File: src/rtl/heap_sort_stream.sv
// Purpose: sorts one packed vector of N unsigned W-bit elements in a register-array
//          binary heap (max-heap for ascending, min-heap for descending), one vector at a time.
// Latency: data dependent; N=1 takes 1 cycle, N=7 takes at most 30 cycles from acceptance to out_valid.
// Backpressure: in_ready only in IDLE; result is held with out_valid high until out_ready, no data lost.
//
// Ports:
//   system1000 / system1000_rst : clock, synchronous active-high reset
//   in_valid / in_ready / in_vec / in_desc : input vector handshake, in_desc=1 sorts descending
//   out_valid / out_ready / out_vec        : sorted vector handshake, out_vec holds after handshake
//   busy        : high from acceptance until out_valid rises
//   sort_cycles : acceptance-to-out_valid cycle count of the last transaction (saturating)
module heap_sort_stream #(
    parameter int N  = 7,
    parameter int W  = 23,
    parameter int CW = 16
) (
    input  logic            system1000,
    input  logic            system1000_rst,
    input  logic            in_valid,
    output logic            in_ready,
    input  logic [N*W-1:0]  in_vec,
    input  logic            in_desc,
    output logic            out_valid,
    input  logic            out_ready,
    output logic [N*W-1:0]  out_vec,
    output logic            busy,
    output logic [CW-1:0]   sort_cycles
);

    localparam int IW = $clog2(N + 1);              // heap size / count width
    localparam int AW = (N > 1) ? $clog2(N) : 1;    // array index width
    localparam int XW = IW + 2;                     // room for 2k+2 without overflow
    localparam int BSTART = (N > 1) ? (N / 2 - 1) : 0;
    localparam logic [AW-1:0] BSTART_A = AW'(BSTART);
    localparam logic [IW-1:0] N_S      = IW'(N);

    localparam logic [2:0] IDLE    = 3'd0;
    localparam logic [2:0] BUILD   = 3'd1;
    localparam logic [2:0] EXTRACT = 3'd2;
    localparam logic [2:0] SIFT    = 3'd3;
    localparam logic [2:0] DONE    = 3'd4;

    logic [2:0]     state_q, state_d;
    logic [W-1:0]   a_q [N];
    logic [W-1:0]   a_d [N];
    logic [AW-1:0]  k_q, k_d;               // current sift node
    logic [IW-1:0]  s_q, s_d;               // current heap size
    logic [AW-1:0]  kb_q, kb_d;             // next build node
    logic           caller_build_q, caller_build_d;
    logic           desc_q, desc_d;
    logic [CW-1:0]  cnt_q, cnt_d;
    logic           busy_q, busy_d;
    logic           out_valid_q, out_valid_d;
    logic [N*W-1:0] out_vec_q, out_vec_d;
    logic [CW-1:0]  sort_cycles_q, sort_cycles_d;

    // "a beats b": greater for the ascending max-heap, smaller for the descending min-heap
    function automatic logic better(input logic [W-1:0] a, input logic [W-1:0] b, input logic d);
        return d ? (a < b) : (a > b);
    endfunction

    // One sift step at node k: pick the better in-range child and decide whether to swap
    logic [XW-1:0] l_w, r_w, s_w, cl_w;
    logic [AW-1:0] l_idx, r_idx, c_idx, last_idx;
    logic          l_ok, r_ok, pick_r, do_swap, c_leaf, sift_ret;
    logic [CW-1:0] cnt_inc;

    always_comb begin
        s_w      = XW'(s_q);
        l_w      = (XW'(k_q) << 1) + XW'(1);
        r_w      = l_w + XW'(1);
        l_ok     = l_w < s_w;
        r_ok     = r_w < s_w;
        l_idx    = l_w[AW-1:0];
        r_idx    = r_w[AW-1:0];
        // ties between children resolve to the left one; either is a valid heap choice
        pick_r   = l_ok && r_ok && better(a_q[r_idx], a_q[l_idx], desc_q);
        c_idx    = pick_r ? r_idx : l_idx;
        // strict compare keeps the parent on ties
        do_swap  = l_ok && better(a_q[c_idx], a_q[k_q], desc_q);
        cl_w     = (XW'(c_idx) << 1) + XW'(1);
        // if the node we swap into has no children the sift ends in the same cycle
        c_leaf   = !(cl_w < s_w);
        last_idx = AW'(s_q - IW'(1));
        cnt_inc  = (cnt_q == {CW{1'b1}}) ? cnt_q : cnt_q + CW'(1);
    end

    always_comb begin
        state_d        = state_q;
        a_d            = a_q;
        k_d            = k_q;
        s_d            = s_q;
        kb_d           = kb_q;
        caller_build_d = caller_build_q;
        desc_d         = desc_q;
        cnt_d          = busy_q ? cnt_inc : cnt_q;
        busy_d         = busy_q;
        out_valid_d    = out_valid_q;
        out_vec_d      = out_vec_q;
        sort_cycles_d  = sort_cycles_q;
        sift_ret       = 1'b0;

        case (state_q)
            IDLE: begin
                if (in_valid) begin
                    for (int i = 0; i < N; i++) begin
                        a_d[i] = in_vec[W*i +: W];
                    end
                    desc_d  = in_desc;
                    cnt_d   = '0;
                    busy_d  = 1'b1;
                    kb_d    = BSTART_A;
                    s_d     = N_S;
                    state_d = (N > 1) ? BUILD : DONE;
                end
            end
            BUILD: begin
                k_d            = kb_q;
                s_d            = N_S;
                caller_build_d = 1'b1;
                state_d        = SIFT;
            end
            SIFT: begin
                if (do_swap) begin
                    a_d[k_q]   = a_q[c_idx];
                    a_d[c_idx] = a_q[k_q];
                    k_d        = c_idx;
                    sift_ret   = c_leaf;
                end else begin
                    sift_ret   = 1'b1;
                end
                if (sift_ret) begin
                    if (caller_build_q) begin
                        if (kb_q == '0) begin
                            state_d = EXTRACT;
                        end else begin
                            kb_d    = kb_q - AW'(1);
                            state_d = BUILD;
                        end
                    end else begin
                        state_d = EXTRACT;
                    end
                end
            end
            EXTRACT: begin
                // heap size is always >= 2 here; the final swap leaves a one-element heap
                a_d[0]         = a_q[last_idx];
                a_d[last_idx]  = a_q[0];
                s_d            = s_q - IW'(1);
                k_d            = '0;
                caller_build_d = 1'b0;
                state_d        = (s_q == IW'(2)) ? DONE : SIFT;
            end
            DONE: begin
                if (!out_valid_q) begin
                    // first DONE cycle: publish the result and close the cycle count
                    for (int i = 0; i < N; i++) begin
                        out_vec_d[W*i +: W] = a_q[i];
                    end
                    out_valid_d   = 1'b1;
                    busy_d        = 1'b0;
                    sort_cycles_d = cnt_inc;
                end else if (out_ready) begin
                    out_valid_d = 1'b0;
                    state_d     = IDLE;
                end
            end
            default: state_d = IDLE;
        endcase
    end

    always_ff @(posedge system1000) begin
        if (system1000_rst) begin
            state_q        <= IDLE;
            for (int i = 0; i < N; i++) begin
                a_q[i] <= '0;
            end
            k_q            <= '0;
            s_q            <= '0;
            kb_q           <= '0;
            caller_build_q <= 1'b0;
            desc_q         <= 1'b0;
            cnt_q          <= '0;
            busy_q         <= 1'b0;
            out_valid_q    <= 1'b0;
            out_vec_q      <= '0;
            sort_cycles_q  <= '0;
        end else begin
            state_q        <= state_d;
            a_q            <= a_d;
            k_q            <= k_d;
            s_q            <= s_d;
            kb_q           <= kb_d;
            caller_build_q <= caller_build_d;
            desc_q         <= desc_d;
            cnt_q          <= cnt_d;
            busy_q         <= busy_d;
            out_valid_q    <= out_valid_d;
            out_vec_q      <= out_vec_d;
            sort_cycles_q  <= sort_cycles_d;
        end
    end

    // all outputs come straight from registers: no in_valid->in_ready or out_ready->out_valid path
    assign in_ready    = (state_q == IDLE);
    assign out_valid   = out_valid_q;
    assign out_vec     = out_vec_q;
    assign busy        = busy_q;
    assign sort_cycles = sort_cycles_q;

endmodule
File: config.mk
export PLATFORM = sky130hd
export DESIGN_NAME = heap_sort_stream
export DESIGN_NICKNAME = d
export VERILOG_FILES = /design/src/rtl/heap_sort_stream.sv
export SDC_FILE = /design/constraint.sdc
export NUM_CORES = 2
export LEC_CHECK = 0
export ABC_CLOCK_PERIOD_IN_PS = 7600
export CELL_PAD_IN_SITES_DETAIL_PLACEMENT = 0
export CELL_PAD_IN_SITES_GLOBAL_PLACEMENT = 1
export CORE_ASPECT_RATIO = 0.6
export CORE_MARGIN = 8
export CORE_UTILIZATION = 37
export CTS_BUF_LIST = sky130_fd_sc_hd__clkbuf_8
export CTS_CLUSTER_SIZE = 12
export DETAILED_ROUTE_END_ITERATION = 8
export PLACE_DENSITY_LB_ADDON = 0.1
export SLEW_MARGIN = 15
export SYNTH_ARGS = -nofsm -noshare
export SYNTH_HDL_FRONTEND = slang
export SYNTH_SLANG_ARGS = --single-unit
File: constraint.sdc
create_clock -name system1000 -period 7.6 [get_ports system1000]
set_input_delay 1.14 -clock system1000 [delete_from_list [all_inputs] [get_ports system1000]]
set_output_delay 1.14 -clock system1000 [all_outputs]
set_load 0.01 [all_outputs]
After elaboration in Yosys (flattened, before gate mapping)
Cells that the tools add are included. Widths: inputs -> output; s select.

Bits in registers: 370. Bits in latches: 0. RAM bits: 0. Memory bits (read-only): 0. Input bits: 166. Output and inout bits: 180. Word-level logic and storage cells: 141. Memories kept: 0.

Add/subtract/negate cells: 6. $mul: 0. Divide/modulo/power cells: 0. Order comparisons: 15. Equal/unequal tests: 14. Shift-type cells: 0. Mux-type cells: 59. Bitwise logic cells: 6. Reductions and logical operators: 23.

Operators with widths (number): $bwmux 161 (3); $pmux 161 s3 (1); $bmux 23 s3 (5); $mux 161 (2); $mux 23 (13); $demux 23 s3 (3); $mux 16 (4); $gt 23x23->1 (2); $lt 23x23->1 (2); $mux 3 (13); $ge 4x4->1 const B (5); $not 3->4 (5); $pmux 3 s3 (2); $add 16x1->16 const B (1); $eq 16x16->1 const B (1); $ne 2x2->1 const B (8); $lt 5x3->1 (3); $pmux 3 s5 (1); $lt 4x1->1 const B (3); $add 4x1->5 const B (2); $eq 3x2->1 const B (3); $reduce_bool 3->1 (3); $mux 1 (8); $reduce_and 2->1 (4); other kinds (15) (26).

Longest topological paths before layout
Depth in word-level cells: 21. Depth in mapped cells: 32.

Worst setup path after synthesis
No wires, ideal clock.

Kind: register -> register. From: reg k_q[1]. To: reg a_q[72] (netlist bit). Data arrival time: 7.009 ns. Setup slack: 0.459 ns. Cell stages (with the launch flop): 30. Path buffers: 9. Clock period less this slack: 7.141 ns. Cells stage by stage: dfxtp_1 -> ha_1 -> clkbuf_1 -> clkbuf_1 -> clkbuf_1 -> buf_1 -> clkbuf_1 -> mux4_2 -> ha_1 -> nand4_1 -> nor2_1 -> a222oi_1 -> nand3_1 -> a22oi_2 -> buf_4 -> buf_4 -> mux2i_1 -> o211ai_2 -> and2_1 -> ha_1 -> a2111o_1 -> o211ai_1 -> and4_1 -> o21ai_1 -> o31ai_1 -> clkbuf_1 -> clkbuf_1 -> o2111ai_1 -> a31oi_1 -> nor3_1.

Longest elaborated chain between the ends: 19. Elaborated cells between the ends (all ways): 46.

Ends and longest elaborated chain: start, declared (line 46) `logic [AW-1:0] k_q, k_d;`; start signal, assigned (line 191) `k_q <= k_d;`; $add 4x1->5 (line 70) `l_w = (XW'(k_q) << 1) + XW'(1);`; $add 5x1->5 (line 71) `r_w = l_w + XW'(1);`; $not 3->4 (implied by the code) (line 77) `pick_r = l_ok && r_ok && better(a_q[r_idx], a_q[l_idx], desc_q);`; $bmux 23 s3 (line 77); $mux 23 (implied by the code) (2 in series) (line 77); $gt 23x23->1 or $lt 23x23->1 (tied branches) (line 59) `return d ? (a < b) : (a > b);`; $mux 1 (line 59); $logic_and 1x1->1 (line 77); $mux 3 (line 78) `c_idx = pick_r ? r_idx : l_idx;`; $not 3->4 (implied by the code) (line 80, 125, 126); $bmux 23 s3 (line 80, 125); $mux 23 (implied by the code) (2 in series) (line 80, 125); $gt 23x23->1 or $lt 23x23->1 (tied branches) (line 59); $mux 1 (line 59); $logic_and 1x1->1 (line 80) `do_swap = l_ok && better(a_q[c_idx], a_q[k_q], desc_q);`; $ne 2x2->1 (no source line); $reduce_and 3->1 (no source line); end signal, assigned by index (line 176) `a_q[i] <= '0;`; end signal, assigned (line 190) `a_q <= a_d;`; end, declared (line 44) `logic [W-1:0] a_q [N];`.

Several ways; a longest one is shown, not always the timed one. The select of a mux whose other input is x is not followed. A chain may end at the register's enable or synchronous reset.

Worst setup path after layout
From: reg k_q[0]. To: reg a_q[140] (netlist bit).

The elaborated chain is that of the path after synthesis.

==> impl_results.md <==
- Status: finished, final reports clean
- Grt ovf: 0
- TritonCTS clock tree: done
- CP most frequent cell: buf_12
- RSZ-0062 raised after global routing: no
- Final ANT Viol Nets: 0
- Layout cell share with drive strength beyond 1: between 10% and 20%
- Layout Skew: a little over 40 ps
- Vias/cell: 6.33
- Synth Flop Type: dfxtp_1
- Setup TNS Final: 0 ps
- Critical-path maximum fanout: 24
- Syn_nets: 3801
- Hold Path Depth: 2
- Die Span X: about 350 um
- Period minus WS final: 7340 ps
- Startpoint Class: flip-flop
- Net Sw Frac: between 50% and 60%
- Fin nets: just over 4000
- Switching power: 0.00634 W
- Flops & latches, synth: 370
- Crit path capture type: flip-flop
- Crit-path cells: ha_4 > buf_12 > mux4_2 > ha_1 > a211oi_2 > nor2_1 > o311ai_1 > and2_1 > a22oi_2 > buf_12 > a2111oi_0 > a211oi_2 > ha_1 > nand4_1 > nor4_4 > o211ai_1 > and4_1 > o21ai_1 > buf_4 > o31a_2 > buf_4 > buf_12 > a221oi_1 > a311oi_1
- Hold Path Sink: out_vec[78]
- # hold bufs at CTS: 0
- P_int: 0.00594 W
- Total wire length: about 140000 um
- Hold violation count in the final report: 0
- CP Launch Point: k_q[0]
- Netlist cell types: 80
- Largest area contributor in the netlist: dfxtp_1
- Reg area: 7420 um^2
- DRC Markers: 0
- Antenna Cells: 0
- Hold crit path type: flip-flop to flip-flop
- # fillers: 6757
- Register area share after synthesis: 29.5%
- Cell Count, Final, Fillers Out: 4798
- CP max-delay cell: a2111oi_0
- Worst Reg2Reg Path Length in Cells: 24
- Leakage power: 10.8 nW
- Placement Setup Slack: -371 ps
- Slew @ Worst Pin: 1180 ps
- Core ar.: 67600 um^2
- Fin crit share: 96.6%
- Initial antenna violation count: 2
- Die H: 218 um
- Initial core utilization: roughly 37%
- CP peak stage delay: 620 ps
- Fmax: 0.136 GHz
- Worst Hold Launch: out_vec[78]
- Yosys top cell area share: 29.5%
- R2r setup slk: 260 ps
- Drt first pass iters: 7
- Largest net degree at the start of global routing: between 150 and 200
- Async set or reset register ratio after synthesis: 0%
- Die area: 76800 um^2
- GRT Resource Usage Total: around a third
- Cells after synthesis: 3578
- Final Setup Violations: 0
- Vias in the first global route: 28800
- Maxcap violations: 0
- Input/output buffers: 345
- Ys Warns: 0
- CTS H-tree lvls: 2
- Relative slew slack: 20.9%
- Area of the multi-input gates: 16200 um^2
- Bufs on Longest Clock Path: 3
- Synth top area cells: dfxtp_1 (29%), a21oi_1 (11%), nand2_1 (10%)
- RD Place Congestion: 1.03
- CTS sink cnt: 370
- Post-DP HPWL: 102000 um
- Cell area after synthesis: 25100 um^2
- Initial DRC count: 4067
- Count leader, synth: nand2_1
- RR Endpoint: a_q[140]
- Cts bufs inserted: 61
- Synth top cells by count: nand2_1 (702), a21oi_1 (569), dfxtp_1 (370), nor2_1 (337), clkbuf_1 (289)
- Critical path class: flip-flop to flip-flop
- Clock power share: between 10% and 20%
- Avg Cell Area, Syn: 7.02 um^2
- VDD IR max: around 0.3 mV
- Clk_lat worst skew: approximately 740 ps
- Post-synth EDFFs: 0
- Clk slew on worst S/H paths: 80 ps
- Combinational Power Share: 60.4%
- Final worst slack: about 260 ps
- Rows: 74
- Drt wl/cell: 28.9 um
- Worst R2R Start: k_q[0]
- Root buffer cell: clkbuf_8
- Worst EP required: 8160 ps
- Area growth from synthesis to layout: 26.3%
- I/O pin count: 346
- First-pass GRT wire length: 200000 um
- Routed via count: about 30000
- Worst EP arrival: 7900 ps
- Post-Place Cells: 4683
- Post-CTS Setup Bufs: 0
- Sequential Power Share: 22.6%
- Power Density: slightly below 400 nW/um^2
- Pins Over Slew Limit: 0
registers in the layout, summed over array words and instances, names as in the netlist:
| register | cells |
|---|---|
| a_q | 161 |
| busy | 1 |
| caller_build_q | 1 |
| cnt_q | 16 |
| desc_q | 1 |
| k_q | 3 |
| kb_q | 3 |
| out_valid | 1 |
| out_vec | 161 |
| s_q | 3 |
| sort_cycles | 16 |
| state_q | 3 |
metal layers:
layer | global-route usage [%] | up-vias | part of all wire (%) | wire length [um]
met5 | 0 | - | 0.017 | 24
met4 | 11.9 | 4 | 3.8 | 5280
met3 | 7.01 | 342 | 10 | 14200
met2 | 52.8 | 1902 | 43 | 60200
met1 | 46.8 | 14700 | 42 | 58800
li1 | - | 13400 | - | -
cell usage in the layout (no fill, tap or decap), types with 32 or more instances in the layout:
master,netlist,routed
a211oi_1,59,58
o21ai_0,140,140
nand3_1,84,84
mux2i_1,104,104
o2111ai_1,33,33
nand2_1,702,700
nor2_1,337,329
o22ai_1,46,46
a311oi_1,67,66
ha_1,57,55
clkbuf_8,0,78
o311ai_0,40,40
a221oi_1,32,32
buf_4,10,210
o221ai_1,49,49
inv_1,45,58
nor3_1,68,66
dfxtp_1,370,366
a31oi_1,56,55
a22oi_1,32,32
o211ai_1,34,34
clkdlybuf4s50_1,0,344
a21oi_1,569,568
critical path, delay by kind of cell, from the launching register on:
family / cells / cell delay (ps)
AO/OA/AOI/OAI: 10 / 2820
adder cells (fa/ha/maj): 3 / 1300
AND/OR/NAND/NOR: 5 / 1290
buffers and inverters: 5 / 950
flip-flops: 1 / 380
multiplexers: 1 / 380
stage by stage:
| stage | hold slack, ps | cell area [um^2] | total power, W | util (%) |
|---|---|---|---|---|
| after global placement | 442 | 30300 | 0.00981 | 44.8 |
| after floorplan | 443 | 25100 | 0.00655 | - |
| after CTS | 457 | 31700 | 0.0119 | 46.9 |
| after global routing | 475 | 31700 | 0.0128 | 47.0 |
| final | 452 | 31700 | 0.0123 | 47.0 |
| after detailed placement | 446 | 30300 | 0.00981 | 44.8 |
worst max path at each step:
| stage | endpoint | slack (ps) | cells past startpoint |
|---|---|---|---|
| 6_report | a_q[140] | 260 | 24 |
| 5_1_grt | a_q[155] | 60 | 25 |
| 4_1_cts | a_q[140] | 70 | 25 |
| 3_5_place_dp | a_q[142] | -370 | 25 |
| 3_3_place_gp | a_q[142] | -200 | 25 |
| 2_1_floorplan | a_q[72] | 460 | 29 |
repair_timing:
action / 4_1_cts / 5_1_grt
gates resized for setup: 3 / 6
setup endpoints to repair: 98 / 169
pin swaps: 0 / 1
power by group through the flow:
| stage | Clock (W) | Combinational, W | Sequential (W) |
|---|---|---|---|
| 2_1_floorplan | 0 | 0.00411 | 0.00244 |
| 3_5_place_dp | 0 | 0.00702 | 0.00279 |
| 6_report | 0.00209 | 0.00742 | 0.00277 |
| 5_1_grt | 0.00222 | 0.00777 | 0.00279 |
| 3_3_place_gp | 0 | 0.00702 | 0.00279 |
| 4_1_cts | 0.00212 | 0.00707 | 0.00275 |
cells by family after synthesis:
group / after synthesis / synth area share, %
muxes: 150 / 7.06
DFF: 370 / 29.5
AOI/OAI and AO/OA: 1249 / 31.5
adders and majority gates: 57 / 2.84
buffers and inverters: 425 / 6.78
xor gates and xnor gates: 23 / 0.802
and+or+nand+nor: 1304 / 21.6
cell type report:
type | count | area share (%)
Sequential cell | 370 | 23.4
Timing Repair Buffer | 573 | 17.0
Inverter | 46 | 0.544
Multi-Input combinational cell | 2783 | 51.1
Clock buffer | 78 | 3.38
Tap cell | 912 | 3.60
Clock inverter | 36 | 1.05
Note: power is estimated with default switching activity, not from simulation.
